### src/rtl/alu_flag_unit_pkg.sv
// rtl/alu_flag_unit_pkg.sv - shared PSR layout and branch condition codes
package alu_flag_unit_pkg;

    typedef logic [3:0] psr_t;

    localparam int PSR_N = 3;
    localparam int PSR_Z = 2;
    localparam int PSR_C = 1;
    localparam int PSR_V = 0;

    localparam logic [3:0] COND_EQ = 4'h0;
    localparam logic [3:0] COND_NE = 4'h1;
    localparam logic [3:0] COND_CS = 4'h2;
    localparam logic [3:0] COND_CC = 4'h3;
    localparam logic [3:0] COND_MI = 4'h4;
    localparam logic [3:0] COND_PL = 4'h5;
    localparam logic [3:0] COND_VS = 4'h6;
    localparam logic [3:0] COND_VC = 4'h7;
    localparam logic [3:0] COND_HI = 4'h8;
    localparam logic [3:0] COND_LS = 4'h9;
    localparam logic [3:0] COND_GE = 4'hA;
    localparam logic [3:0] COND_LT = 4'hB;
    localparam logic [3:0] COND_GT = 4'hC;
    localparam logic [3:0] COND_LE = 4'hD;
    localparam logic [3:0] COND_AL = 4'hE;
    localparam logic [3:0] COND_NV = 4'hF;

endpackage

### src/rtl/alu_flag_unit_stack.sv
// rtl/alu_flag_unit_stack.sv - DEPTH x 4 LIFO shadow stack for PSR save/restore
module flag_stack
    import alu_flag_unit_pkg::*;
#(
    parameter int DEPTH = 4
) (
    input  logic clk,
    input  logic reset,
    input  logic push,
    input  logic pop,
    input  logic err_clr,
    input  psr_t wdata,
    output psr_t rdata,
    output logic pop_ok,
    output logic full,
    output logic empty,
    output logic err
);

    localparam int AW = $clog2(DEPTH);
    localparam int PW = AW + 1;

    logic [PW-1:0] ptr_q, ptr_d;
    logic          err_q, err_d;
    psr_t          mem_q [DEPTH];
    logic          push_only, pop_only, push_ok, err_set;
    logic [AW-1:0] wr_idx, rd_idx;

    assign full   = (ptr_q == PW'(DEPTH));
    assign empty  = (ptr_q == '0);
    assign err    = err_q;
    assign wr_idx = ptr_q[AW-1:0];
    assign rd_idx = AW'(ptr_q - PW'(1));
    assign rdata  = mem_q[rd_idx];

    // Simultaneous push and pop cancel each other and are not an error.
    assign push_only = push & ~pop;
    assign pop_only  = pop & ~push;
    assign push_ok   = push_only & ~full;
    assign pop_ok    = pop_only & ~empty;
    assign err_set   = (push_only & full) | (pop_only & empty);

    always_comb begin
        ptr_d = ptr_q;
        if (push_ok) begin
            ptr_d = ptr_q + PW'(1);
        end else if (pop_ok) begin
            ptr_d = ptr_q - PW'(1);
        end
        err_d = err_q;
        if (err_set) begin
            err_d = 1'b1;
        end else if (err_clr) begin
            err_d = 1'b0;
        end
    end

    always_ff @(posedge clk) begin
        if (reset) begin
            ptr_q <= '0;
            err_q <= 1'b0;
        end else begin
            ptr_q <= ptr_d;
            err_q <= err_d;
        end
    end

    always_ff @(posedge clk) begin
        if (!reset && push_ok) begin
            mem_q[wr_idx] <= wdata;
        end
    end

endmodule

### src/rtl/alu_flag_unit.sv
// rtl/alu_flag_unit.sv - PSR latch, branch condition evaluator and shadow stack top
module alu_flag_unit
    import alu_flag_unit_pkg::*;
#(
    parameter int DEPTH = 4
) (
    input  logic       clk,
    input  logic       reset,
    input  logic       flag_we,
    input  logic       c_in,
    input  logic       v_in,
    input  logic       n_in,
    input  logic       z_in,
    input  logic [3:0] flag_mask,
    input  logic [3:0] cond,
    input  logic       cond_valid,
    output logic       taken,
    output logic       taken_valid,
    input  logic       push,
    input  logic       pop,
    output logic [3:0] psr,
    output logic       carry_out,
    output logic       full,
    output logic       empty,
    output logic       stack_err,
    input  logic       err_clr
);

    psr_t psr_q, psr_d;
    logic taken_q, taken_d;
    logic taken_valid_q, taken_valid_d;
    logic cond_true;
    logic f_n, f_z, f_c, f_v;
    psr_t flag_new, stack_rdata;
    logic pop_ok;

    flag_stack #(.DEPTH(DEPTH)) u_stack (
        .clk    (clk),
        .reset  (reset),
        .push   (push),
        .pop    (pop),
        .err_clr(err_clr),
        .wdata  (psr_q),
        .rdata  (stack_rdata),
        .pop_ok (pop_ok),
        .full   (full),
        .empty  (empty),
        .err    (stack_err)
    );

    assign f_n      = psr_q[PSR_N];
    assign f_z      = psr_q[PSR_Z];
    assign f_c      = psr_q[PSR_C];
    assign f_v      = psr_q[PSR_V];
    assign flag_new = {n_in, z_in, c_in, v_in};

    always_comb begin
        cond_true = 1'b0;
        case (cond)
            COND_EQ: cond_true = f_z;
            COND_NE: cond_true = ~f_z;
            COND_CS: cond_true = f_c;
            COND_CC: cond_true = ~f_c;
            COND_MI: cond_true = f_n;
            COND_PL: cond_true = ~f_n;
            COND_VS: cond_true = f_v;
            COND_VC: cond_true = ~f_v;
            COND_HI: cond_true = f_c & ~f_z;
            COND_LS: cond_true = ~f_c | f_z;
            COND_GE: cond_true = (f_n == f_v);
            COND_LT: cond_true = (f_n != f_v);
            COND_GT: cond_true = ~f_z & (f_n == f_v);
            COND_LE: cond_true = f_z | (f_n != f_v);
            COND_AL: cond_true = 1'b1;
            COND_NV: cond_true = 1'b0;
        endcase
    end

    // A successful pop restores the saved flags and discards any ALU write.
    always_comb begin
        psr_d = psr_q;
        if (pop_ok) begin
            psr_d = stack_rdata;
        end else if (flag_we) begin
            psr_d = (psr_q & ~flag_mask) | (flag_new & flag_mask);
        end
        taken_d       = cond_valid ? cond_true : taken_q;
        taken_valid_d = cond_valid;
    end

    always_ff @(posedge clk) begin
        if (reset) begin
            psr_q         <= '0;
            taken_q       <= 1'b0;
            taken_valid_q <= 1'b0;
        end else begin
            psr_q         <= psr_d;
            taken_q       <= taken_d;
            taken_valid_q <= taken_valid_d;
        end
    end

    assign psr         = psr_q;
    assign carry_out   = psr_q[PSR_C];
    assign taken       = taken_q;
    assign taken_valid = taken_valid_q;

endmodule

### config.mk
export PLATFORM = sky130hd
export DESIGN_NAME = alu_flag_unit
export DESIGN_NICKNAME = d
export VERILOG_FILES = /design/src/rtl/alu_flag_unit_pkg.sv /design/src/rtl/alu_flag_unit_stack.sv /design/src/rtl/alu_flag_unit.sv
export SDC_FILE = /design/constraint.sdc
export NUM_CORES = 1
export LEC_CHECK = 0
export ABC_AREA = 1
export CAP_MARGIN = 15
export CORE_MARGIN = 4
export CORE_UTILIZATION = 44
export CTS_BUF_LIST = sky130_fd_sc_hd__clkbuf_8 sky130_fd_sc_hd__clkbuf_16
export DETAILED_ROUTE_END_ITERATION = 6
export PLACE_DENSITY = 0.76
export SLEW_MARGIN = 20
export SYNTH_ARGS = -nofsm -noshare
export SYNTH_HDL_FRONTEND = slang
export SYNTH_SLANG_ARGS = --single-unit
### constraint.sdc
create_clock -name clk -period 2.7 [get_ports clk]
set_clock_uncertainty 0.2 [all_clocks]
set_input_delay 0.27 -clock clk [delete_from_list [all_inputs] [get_ports clk]]
set_output_delay 0.27 -clock clk [all_outputs]
set_load 0.005 [all_outputs]
* Yosys cells after proc, flatten, opt, wreduce, memory -nomap -nowiden
Memories as Yosys holds them, arrays and structs flattened.
Cells that the tools add are included.
** Word-level totals
- Input bits :: 19
- Bits in read-only memories :: 0
- Bits in registers :: 10
- Memory bits (writable) :: 16
- Logic and storage cells :: 65
- Latch bits :: 0
- Memories kept :: 1
** Memories
- u_stack.mem_q :: words 4, bits a word 4, read ports 1, clocked after Yosys merged registers in 0, wr ports 1, line alu_flag_unit_stack.sv:25 : psr_t mem_q [DEPTH];
** Cells by class
- Magnitude comparators :: 0
- Div/mod/pow operators :: 0
- Reductions and logical operators :: 7
- Bitwise operators :: 23
- $add $sub $neg :: 2
- Muxes and demuxes :: 9
- Multiply operators :: 0
- Shift-type cells :: 0
- Eq/ne operators :: 18
** Operators by type and width (count)
- equality test 4 bit (second input constant) :: 8
- equality test 4 x 3 -> 1 bit (second input constant) :: 4
- case mux 1 bit (16 select lines) :: 1
- bitwise AND 1 bit :: 8
- bitwise AND 4 bit :: 2
- equality test 4 x 2 -> 1 bit (second input constant) :: 2
- two-way mux 4 bit :: 2
- NOT 1 bit :: 8
- two-way mux 3 bit :: 2
- nonzero test 2 bit :: 3
- equality test 4 x 1 -> 1 bit (second input constant) :: 1
- logical NOT 4 bit :: 1
- two-way mux 1 bit :: 4
- NOT 4 bit :: 1
- bitwise OR 4 bit :: 1
- adder 3 x 1 -> 3 bit (second input constant) :: 1
- equality test 3 bit (second input constant) :: 1
- logical NOT 3 bit :: 1
- bitwise OR 1 bit :: 3
- subtractor 3 x 1 -> 3 bit (second input constant) :: 1
- equality test 1 bit :: 1
- logical AND 1 bit :: 1
- logical NOT 1 bit :: 1
- inequality test 1 bit :: 1

* Depth between registers and ports, before layout
- Word-level depth :: 6
- Mapped depth :: 10

* Hierarchy
From an unflattened synthesis, not the netlist that was laid out.
** Unflattened totals
- Cells, all modules :: 176
- Area total of the unflattened synthesis :: 1445.1 µm²
** Modules (own cells, without submodules)
- flag_stack :: cells each 97, area each 960.9 µm², instances 1, seq. area each 560.5 µm²
- alu_flag_unit :: cells each 79, area each 484.2 µm², instances 1, seq. area each 120.1 µm²

* Least setup slack after synthesis
OpenSTA, ideal clock, no wires.
- Kind :: register -> register
- Start point :: register u_stack.ptr_q[0]
- End point :: memory u_stack.mem_q[3][0] (netlist name), enable pin
- Cell stages (with the launch flop) :: 7
- Slack :: 0.723 ns
- Arrival :: 1.448 ns
- Buffers on the path :: 0
- Library setup time :: 0.329 ns
- Period minus slack after synthesis :: 1.977 ns
- Cell sequence :: dfxtp_1 -> inv_2 -> ha_1 -> ha_1 -> nor3_2 -> nand2_1 -> nor2_1
** On the way
- Cells in the longest elaborated chain, start to end :: 6
** RTL lines
- start, declared :: line alu_flag_unit_stack.sv:23 : logic [PW-1:0] ptr_q, ptr_d;
- start signal, assigned :: line alu_flag_unit_stack.sv:63 : ptr_q <= ptr_d;
- equality test 3 bit :: line alu_flag_unit_stack.sv:29 : assign full = (ptr_q == PW'(DEPTH));
- named net full :: line alu_flag_unit.sv:23 : output logic full,
- NOT 1 bit :: line alu_flag_unit_stack.sv:39 : assign push_ok = push_only & ~full;
- bitwise AND 1 bit :: line alu_flag_unit_stack.sv:39
- logical AND 1 bit :: line alu_flag_unit_stack.sv:69 : if (!reset && push_ok) begin
- two-way mux 1 bit :: line alu_flag_unit_stack.sv:69
- two-way mux 1 bit (implied by the code) :: line alu_flag_unit_stack.sv:70 : mem_q[wr_idx] <= wdata;
- end, declared :: line alu_flag_unit_stack.sv:25
The timed path passes the listed nets, and every way through them passes these cells.

* Worst setup path after layout
- Start point :: register u_stack.ptr_q[1]
- End point :: memory u_stack.mem_q[3][3] (netlist name), enable pin
** On the way
- Cells in the longest elaborated chain, start to end :: 6
** RTL lines (line)
- equality test 3 bit :: alu_flag_unit_stack.sv:29
- NOT 1 bit :: alu_flag_unit_stack.sv:39
- bitwise AND 1 bit :: alu_flag_unit_stack.sv:39
- logical AND 1 bit :: alu_flag_unit_stack.sv:69
- two-way mux 1 bit :: alu_flag_unit_stack.sv:69
- two-way mux 1 bit (implied by the code) :: alu_flag_unit_stack.sv:70
Parallel ways exist; a longest one is shown, timed or not.

==> flow_results.org <==
** Finish
- Share of post-route cells with drive strength above 1 :: under 10%
- Total number of nets in the final design :: roughly 220
- Inserted Diodes :: 0
- Area added between synthesis and finish :: 25.7%
- The layout has between 200 and 250 filler cells.
- Final Non-Filler Cells :: approximately 230

** Power and ir drop
- The analysis attributes to net switching a power of between 200 and 300 uW.
- For this design the ratio of total power to cell area is between 500 and 600 nW/um2.
- Of the total power, the share spent switching nets is approximately 28%.
- Final Total Pwr :: roughly 900 uW
- The internal power of the cells totals between 600 and 700 uW.
- Combinational group share of total power :: approximately 25%
- VDD sags by at most 0.223 mV.
- Share of total power in sequential cells :: 51.5%
- The share of total power dissipated in the clock network is around a quarter.
- Leakage power total :: roughly 0.00073 uW

** Drt
- First DRT Iteration DRCs :: 83
- Number of remaining DRC errors :: 0
- Wirelength, routed :: 2.94 mm
- Once detail routing completed, the nets flagged for antenna violations numbered 0.
- Router iterations before antenna repair :: 4
- Dividing the detail-routed wire length by the instance count gives approximately 13 um.
- Across all layers, the routed design uses ~1.2k vias.
- In the routed layout, each cell is associated on average with a via count of between 4 and 5.

** Clock network
- In this run the clock root is driven by a clkbuf_8.
- Number of buffers added by the clock tree synthesis step :: 3
- Maximum number of buffers from clock root to sink :: 2
- Skew-Pair Late Insertion Delay :: ~260 ps
- Hold repair after CTS inserted 0 buffers.
- Post-CTS setup-driven buffer insertion count :: 0
- # resized after CTS :: 0
- Clock tree from TritonCTS :: built
- Number of H-tree branching levels :: 1
- Total number of clock tree sinks :: 26
- Clock-pin slew was measured on the worst setup and hold paths at about 80 ps.

** Yosys
- Counting flops with a built-in enable in the synthesized netlist gives 16.
- Post-synthesis sequential area ratio :: 49.6%
- Top flip-flop cell by instance count after synthesis :: edfxtp_1
- Syn Nets :: approximately 190
- In the post-synthesis netlist, the cell with the most instances is nand2_1.
- Seq cells post-synth :: 26
- Sorting the synthesized cells by area gives the leading types as edfxtp_1 (35%), dfxtp_1 (15%), nand2_1 (9.6%), ha_1 (5.5%), nand3_1 (5.5%).
- Post-synthesis async set-or-reset flop share :: 0%
- Synth warn :: 0
- Post-synthesis cell count :: 161
- The synthesized netlist occupies a cell area of ~1400 um2.
- Each instance of the synthesized netlist takes up on average about 8.5 um2.
- Post-synth top area share :: 35.0%
- In the synthesized netlist, the cells that appear most often are nand2_1 (35), inv_1 (19), edfxtp_1 (16), nor2_1 (16), nand3_1 (15).
- Count of unique library cells instantiated by Yosys :: 27
- Library cell occupying the most area in the post-synthesis netlist :: edfxtp_1

** Global route
- The number of global-route vias before repair was around 1.2k.
- Summed over all layers, the global routing overflow is 0.
- Entering global routing, the biggest net connects 15 pins.
- The first global-routing pass estimated ~5 mm of wire.
- Initial antenna violation count :: 0
- All-layer global routing usage :: between 10% and 20%

** STA
- Headroom to the max-slew limit came out at 71.0%.
- Of the available clock period, the critical path in the final layout requires between 80% and 90%.
- Setup repair after global routing left no endpoint under its margin.
- Setup violations remaining at the end of the flow were counted as 0.
- Final-report max-slew violation count :: 0
- Derived from the worst setup path, the maximum achievable clock frequency is around 460 MHz.
- After layout, the minimum clock period comes to 2170 ps.
- For the pin with the worst max-slew slack, the measured transition is about 430 ps.
- In the final timing run, aggregate negative setup slack is 0 ps.
- Final Hold Violating Endpoints :: 0
- Final setup margin :: approximately 530 ps

** Floorplanning
- Measured along the x axis, the die boundary spans ~64 um.
- Core footprint :: 2880 um2
- Row count :: 19
- For this design the top-level I/O count stands at 29.
- Initial cell density of the core :: between 40% and 50%
- Area of the die :: between 4000 and 5000 um2
- Height of the chip :: approximately 64 um

** Critical path
- Of all nets on the critical path, the largest fanout is 5.
- Data required time at the worst endpoint :: ~2400 ps
- Type of element launching the critical path :: register
- Critical path endpoint category :: register
- Data on the critical path arrives at its endpoint at ~1900 ps.
- Setup slack on the worst reg-to-reg path comes out at roughly 530 ps.
- The critical path is of the register to register type.

** Outcome
- Status :: finished clean

** Worst hold path
- Hold crit path type :: register to register

** Place
- Count of input and output buffers :: 28
- OpenSTA, run right after detailed placement, puts the worst setup slack at around 520 ps.
- After legalization and detailed placement, the total HPWL measured about 2.3 mm.
- After detailed placement, the design holds a cell count of about 230.
- Routability-driven placement finished with a final weighted congestion of around 0.9.

** Run
- Number of max-cap violations :: 0
[cells in the final DEF, fill, tap and decap left out]
| master | n |
|---|---|
| nand3_1 | 15 |
| nand2_1 | 35 |
| nand3_2 | 1 |
| buf_4 | 1 |
| edfxtp_1 | 16 |
| nor3_2 | 1 |
| a21oi_1 | 3 |
| o211ai_1 | 1 |
| dfxtp_1 | 10 |
| clkdlybuf4s50_1 | 28 |
| clkbuf_8 | 3 |
| nor2_1 | 16 |
| ha_1 | 6 |
| o21ai_0 | 13 |
| nand2_2 | 1 |
| inv_2 | 3 |
| nor2_2 | 1 |
| nor2_4 | 1 |
| o22ai_1 | 5 |
| o21ai_1 | 1 |
| nand3b_1 | 1 |
| o211a_1 | 4 |
| clkinv_1 | 1 |
| inv_1 | 20 |
| a31oi_1 | 1 |
| a21oi_2 | 1 |
[per-stage QoR]
stage / hold slack [ps] / instance area [um2] / util, %
detailed placement: 318 / 1680 / 58.4
floorplan: 141 / 1370 / -
CTS: 329 / 1720 / 59.9
global route: 386 / 1720 / 59.9
global placement: 298 / 1680 / 58.4
finish: 324 / 1720 / 59.9
[final timing paths]
check,end,start,cells past startpoint
worst max-delay path,u_stack.mem_q[3][3]$_DFFE_PP_,u_stack.ptr_q[1]$_SDFFE_PP0P_,6
worst min register to register,u_stack.ptr_q[2]$_SDFFE_PP0P_,u_stack.ptr_q[2]$_SDFFE_PP0P_,2
worst min-delay path,u_stack.ptr_q[2]$_SDFFE_PP0P_,u_stack.ptr_q[2]$_SDFFE_PP0P_,2
worst max register to register,u_stack.mem_q[3][3]$_DFFE_PP_,u_stack.ptr_q[1]$_SDFFE_PP0P_,6
[logic make-up (layout without fill, tap and decap cells)]
kind of cell,count (synthesis),count (layout),synth area share [%]
DFF,26,26,49.6
AOI/OAI and AO/OA,29,29,13.0
buffers and inverters,28,56,8.67
and+or+nand+nor,72,72,23.2
adders and majority gates,6,6,5.47
[critical path, stage by stage, from the launching register on]
cell     delay [ps]
dfxtp_1         370
inv_1            90
ha_1            220
ha_1            230
nor3_2          230
nand2_1         180
nor2_1          320
[layout make-up]
cell class | instances | area (um2) | area share [%]
tap | 42 | 52.6 | 3.05
timing repair buffer | 29 | 288 | 16.7
sequential | 26 | 681 | 39.5
multi-input combinational | 107 | 572 | 33.2
inverter | 23 | 86.3 | 5.01
clock inverter | 1 | 3.75 | 0.218
clock buffer | 3 | 41.3 | 2.39
[power groups by stage]
| stage | registers (uW) | logic, uW | clock network, uW |
|---|---|---|---|
| detailed placement | 476 | 225 | 0 |
| floorplan | 469 | 136 | 0 |
| finish | 466 | 225 | 214 |
| global placement | 475 | 219 | 0 |
| global route | 469 | 255 | 229 |
| CTS | 467 | 227 | 215 |
[layer usage]
layer	global-route usage (%)	vias to the layer above	share of wire, %
met5	0	-	0
met4	6.47	0	2.4
met3	2.80	6	5.5
met2	30.6	31	53
met1	15.3	528	39
li1	-	588	-
No activity file was read; power rests on OpenSTA's default activity.
